[config.mk]
export PLATFORM = sky130hd
export DESIGN_NAME = vote_button_qualifier
export DESIGN_NICKNAME = d
export VERILOG_FILES = /design/src/rtl/vote_button_qualifier.sv
export SDC_FILE = /design/constraint.sdc
export NUM_CORES = 1
export LEC_CHECK = 0
export ABC_AREA = 0
export CAP_MARGIN = 20
export CORE_ASPECT_RATIO = 1.2
export CORE_MARGIN = 1
export CORE_UTILIZATION = 58
export CTS_CLUSTER_SIZE = 24
export DETAILED_ROUTE_END_ITERATION = 12
export GPL_ROUTABILITY_DRIVEN = 0
export GPL_TIMING_DRIVEN = 0
export PLACE_DENSITY = 0.78
export SLEW_MARGIN = 10
export SYNTH_ARGS = -nofsm -noshare
export SYNTH_HDL_FRONTEND = slang
export SYNTH_SLANG_ARGS = --single-unit
[constraint.sdc]
create_clock -name clk -period 2.35 [get_ports clk]
set_input_delay 0.705 -clock clk [delete_from_list [all_inputs] [get_ports clk]]
set_output_delay 0.705 -clock clk [all_outputs]
set_load 0.03 [all_outputs]
[src/rtl/vote_button_qualifier.sv]
// -----------------------------------------------------------------------------
// vote_button_qualifier
//
// Front end for the voting machine. The four raw candidate buttons are
// synchronized into the clk domain. A vote is qualified only after exactly one
// button has been held alone for HOLD_CYCLES consecutive clocks. Pressing more
// than one button rejects the attempt. After a vote, reject or abort, the block
// waits for every button to be released before it will qualify again.
//
// Parameters:
//   HOLD_CYCLES  required hold length in clocks (>= 2)
//   CNT_W        hold counter width, 2**CNT_W > HOLD_CYCLES
//
// Ports:
//   clk            system clock
//   rst            synchronous, active-high reset
//   mode           0 = voting, 1 = result view (already synchronous)
//   button1..4     raw asynchronous candidate buttons
//   vote_pulse     one-hot, single-cycle qualified vote (bit 0 = button1)
//   reject_pulse   single-cycle flag for a rejected multi-press
//   btn_sync       synchronized button levels, valid in both modes
//   busy           high while in QUALIFY or WAIT_RELEASE
//
// Handshake: vote_pulse and reject_pulse are fire-and-forget strobes. Each is
// valid for exactly one clock, there is no ready, and at most one of them is
// high in any cycle.
//
// The FSM state is held in the enum signal `state` so that checkers can bind to
// it by hierarchical name.
// -----------------------------------------------------------------------------
module vote_button_qualifier #(
  parameter int HOLD_CYCLES = 100_000_000,
  parameter int CNT_W       = 27
) (
  input  logic       clk,
  input  logic       rst,
  input  logic       mode,
  input  logic       button1,
  input  logic       button2,
  input  logic       button3,
  input  logic       button4,
  output logic [3:0] vote_pulse,
  output logic       reject_pulse,
  output logic [3:0] btn_sync,
  output logic       busy
);

  typedef enum logic [1:0] {
    IDLE         = 2'd0,
    QUALIFY      = 2'd1,
    WAIT_RELEASE = 2'd2
  } state_t;

  localparam logic [CNT_W-1:0] CNT_LAST = CNT_W'(HOLD_CYCLES - 1);

  state_t           state;
  logic [3:0]       sync1;
  logic [1:0]       sel;
  logic [CNT_W-1:0] cnt;

  logic [3:0] raw_btn;
  logic [3:0] sel_mask;
  logic       one_pressed;
  logic       any_pressed;
  logic       other_pressed;
  logic [1:0] press_idx;

  assign raw_btn = {button4, button3, button2, button1};

  // Clearing the lowest set bit leaves zero exactly when a single bit is set.
  assign any_pressed   = |btn_sync;
  assign one_pressed   = any_pressed && ((btn_sync & (btn_sync - 4'd1)) == 4'd0);
  assign sel_mask      = 4'b0001 << sel;
  assign other_pressed = |(btn_sync & ~sel_mask);

  // Index of the pressed button; only used when exactly one bit is set.
  always_comb begin
    press_idx = 2'd0;
    unique case (btn_sync)
      4'b0010: press_idx = 2'd1;
      4'b0100: press_idx = 2'd2;
      4'b1000: press_idx = 2'd3;
      default: press_idx = 2'd0;
    endcase
  end

  always_ff @(posedge clk) begin
    if (rst) begin
      sync1        <= 4'd0;
      btn_sync     <= 4'd0;
      state        <= IDLE;
      sel          <= 2'd0;
      cnt          <= '0;
      vote_pulse   <= 4'd0;
      reject_pulse <= 1'b0;
      busy         <= 1'b0;
    end else begin
      sync1        <= raw_btn;
      btn_sync     <= sync1;
      vote_pulse   <= 4'd0;
      reject_pulse <= 1'b0;

      case (state)
        IDLE: begin
          if (!mode) begin
            if (one_pressed) begin
              state <= QUALIFY;
              sel   <= press_idx;
              cnt   <= CNT_W'(1);
              busy  <= 1'b1;
            end else if (any_pressed) begin
              reject_pulse <= 1'b1;
              state        <= WAIT_RELEASE;
              busy         <= 1'b1;
            end
          end
        end

        QUALIFY: begin
          // Abort beats reject beats release beats terminal count.
          if (mode) begin
            state <= WAIT_RELEASE;
          end else if (other_pressed) begin
            reject_pulse <= 1'b1;
            state        <= WAIT_RELEASE;
          end else if (!btn_sync[sel]) begin
            state <= IDLE;
            cnt   <= '0;
            busy  <= 1'b0;
          end else if (cnt == CNT_LAST) begin
            vote_pulse <= sel_mask;
            state      <= WAIT_RELEASE;
          end else begin
            cnt <= cnt + CNT_W'(1);
          end
        end

        WAIT_RELEASE: begin
          if (!any_pressed) begin
            state <= IDLE;
            cnt   <= '0;
            busy  <= 1'b0;
          end
        end

        default: begin
          state <= IDLE;
          cnt   <= '0;
          busy  <= 1'b0;
        end
      endcase
    end
  end

endmodule

==> metrics.csv, run 1 <==
metric,value,unit
dominant synthesized flop cell,dfxtp_1,
post-route cell area,2880,µm²
Die Span X,60.9,µm
#FFs+latches synth,45,
largest net degree at the start of global routing,15,
worst-margin pin slew,0.494,ns
data arrival time of the worst path,2.52,ns
endpoints failing setup,0,
routed via count divided by cell count,6.10,
syn_nets,305,
setup TNS,0,ns
Synth Instances,297,
IO Port Bufs,16,
Final Cycle Share,0.971,
Antenna Cells,0,
Crit Reg-Reg Endpoint,cnt[20]$_SDFFE_PP0P_,
vias in the first global route,2029,
post-synthesis sequential area ratio,0.373,
pre-CTS setup slack,-0.427,ns
Yosys cell types,54,
max incr delay on CP,0.52,ns
Critical Path Sink Type,register,
async set-reset flop share out of synthesis,0,
CTS Buffer Depth,2,
MaxCap Viol Count,0,
hold wc startpoint,sync1[2]$_SDFF_PP0_,
Leakage,0.00104,µW
Worst Path Max Fanout,10,
final hold vios,0,
crit start category,register,
VDD IR max,0.456,mV
power per cell area,598,nW/µm²
hold crit path type,register to register,
Hold Buf Count CTS,0,
Mapped Area,2410,µm²
Mean Syn Cell Area,8.13,µm²
TritonRoute pass-1 iters,5,
Hold Path Stages,1,
CTS tree,built,
Initial Utilization,0.608,
Vert. Die Dim,72.7,µm
Max Transition Viols Final,0,
placed inst area,2640,µm²
RR Startpoint,btn_sync[2]$_SDFF_PP0_,
layout cells sized above 1,0.133,
Tot Pwr,1720,µW
initial antenna violation count,0,
die area,4420,µm²
Routed WL,5.87,mm
Clock Pin Slew Worst Setup and Hold Paths,0.08,ns
crit path kind,register to register,
Post-DRT Antenna Nets,0,
Worst EP required,2.59,ns
Avg WL per Cell,15.6,µm
Max Freq,438,MHz
Post-route DRC,0,
Max-slew headroom,0.671,
H-tree lvl count,2,
First DRT Iteration DRCs,146,
vias,2299,
num rows,25,
r2r worst-path depth,7,
most frequent cells in the layout,"43 x dfxtp_1, 27 x a21oi_1, 24 x nand2_1",
setup ws final,0.0687,ns
outcome,finished clean,
GR Util All Layers,0.275,
CTS root buf,clkbuf_8,
"leading cell type in the layout, fill and taps excluded",dfxtp_1,
Hold Path End,btn_sync[2]$_SDFF_PP0_,
Yosys warning total,0,
cts bufs inserted,5,
Post-synth EDFFs,0,
hpwl dp,4.07,mm
grt ovf,0,
critical path's slowest cell,or4_1,
CP cell instances,buf_2 > mux2i_1 > a32oi_2 > a311oi_4 > o211ai_4 > or4_1 > a21oi_1,
final net count,330,
"Area growth, synth to finish",19.3,%
clk_skew,0.00324,ns
clk_lat worst skew,0.30,ns
Clock Sinks,45,
core area,3970,µm²
reg-to-reg setup timing slack,0.07,ns
# IOs,17,
Final min period,2.28,ns
global-route wire length before repair,9.05,mm
Min Hold Slack,0.440,ns
[where the power goes]
group / switching, µW / total [µW] / internal [µW] / leakage (µW)
sequential: 18.1 / 795 / 777 / 0.000366
combinational: 146 / 242 / 95.6 / 0.000601
clock: 263 / 685 / 422 / 0.0000681
total: 427 / 1720 / 1290 / 0.00104
[cells by family after synthesis]
kind of cell	synth area share
flip-flops	0.373
AND/OR/NAND/NOR	0.317
buffers and inverters	0.0549
adder cells (fa/ha/maj)	0.00518
XOR/XNOR	0.00726
multiplexers	0.0135
AO/OA/AOI/OAI	0.229
[Yosys cell counts, drive strengths merged (3+ instances only)]
master,instances,area [µm²]
dfxtp,45,901
a21oi,28,140
nand2,25,93.8
o21ai,21,105
or3,16,100
nand3,15,75.1
nor2,15,56.3
inv,11,41.3
nor2b,11,68.8
nand4,10,62.6
and3,9,56.3
buf,8,61.3
clkbuf,8,30.0
or4,8,63.8
a21o,7,52.6
nor3,6,35.0
o211ai,5,51.3
and2,4,25.0
o31ai,4,30.0
a211oi,3,22.5
a311oi,3,32.5
nand3b,3,35.0
nor3b,3,22.5
[layout make-up]
class	count	area, µm²
Sequential cell	45	906
Buffer	14	88.8
Clock buffer	5	68.8
Clock inverter	3	65.1
Fill cell	321	1090
Multi-Input combinational cell	226	1460
Timing Repair Buffer	19	183
Inverter	11	41.3
Tap cell	54	67.6
[how the worst max path moves through the flow]
stage,start,end,slack (ns),cells past startpoint
floorplan,btn_sync[1]$_SDFF_PP0_,cnt[20]$_SDFFE_PP0P_,0.13,7
global placement,mode,cnt[14]$_SDFFE_PP0P_,-0.41,7
detailed placement,mode,cnt[14]$_SDFFE_PP0P_,-0.43,7
CTS,mode,cnt[20]$_SDFFE_PP0P_,0.01,7
global route,btn_sync[0]$_SDFF_PP0_,cnt[20]$_SDFFE_PP0P_,-0.01,7
finish,btn_sync[2]$_SDFF_PP0_,cnt[20]$_SDFFE_PP0P_,0.07,7
[sequential cells by signal, summed over array words and instances, names as in the netlist]
register,flops
vote_pulse,4
state,2
sel,2
btn_sync,4
cnt,27
reject_pulse,1
sync1,4
busy,1
[critical path, delay by kind of cell (launching register included)]
family | cells | cell delay, ns
mux | 1 | 0.24
simple gates | 1 | 0.52
compound gates | 4 | 0.88
flops | 1 | 0.35
buf+inv | 1 | 0.21
[routing by layer]
metal	global-route usage	part of all wire	up-vias
met1	0.306	0.41	1067
li1	-	-	1157
met3	0.0461	0.037	12
met4	0.124	0.019	0
met5	0	0	-
met2	0.498	0.53	63
[metrics by stage]
step / instances / util
global placement: 367 / 0.665
global route: 377 / 0.725
floorplan: 297 / -
finish: 377 / 0.725
detailed placement: 367 / 0.665
CTS: 377 / 0.709
[what timing repair did]
item | CTS | global route
cloned | 2 | 0
setup endpoints to repair | 25 | 20
pin swaps | 0 | 3
hold endpoints to repair | 0 | 0
gates resized for setup | 9 | 14
buffers inserted | 0 | 2
Power figures use the tool's default switching activity.
==> run 2: changes to the inputs <==
CORE_MARGIN = default   (was 1)
==> results of run 2 <==
Final layout, timing and power as in run 1 (identical DEF).
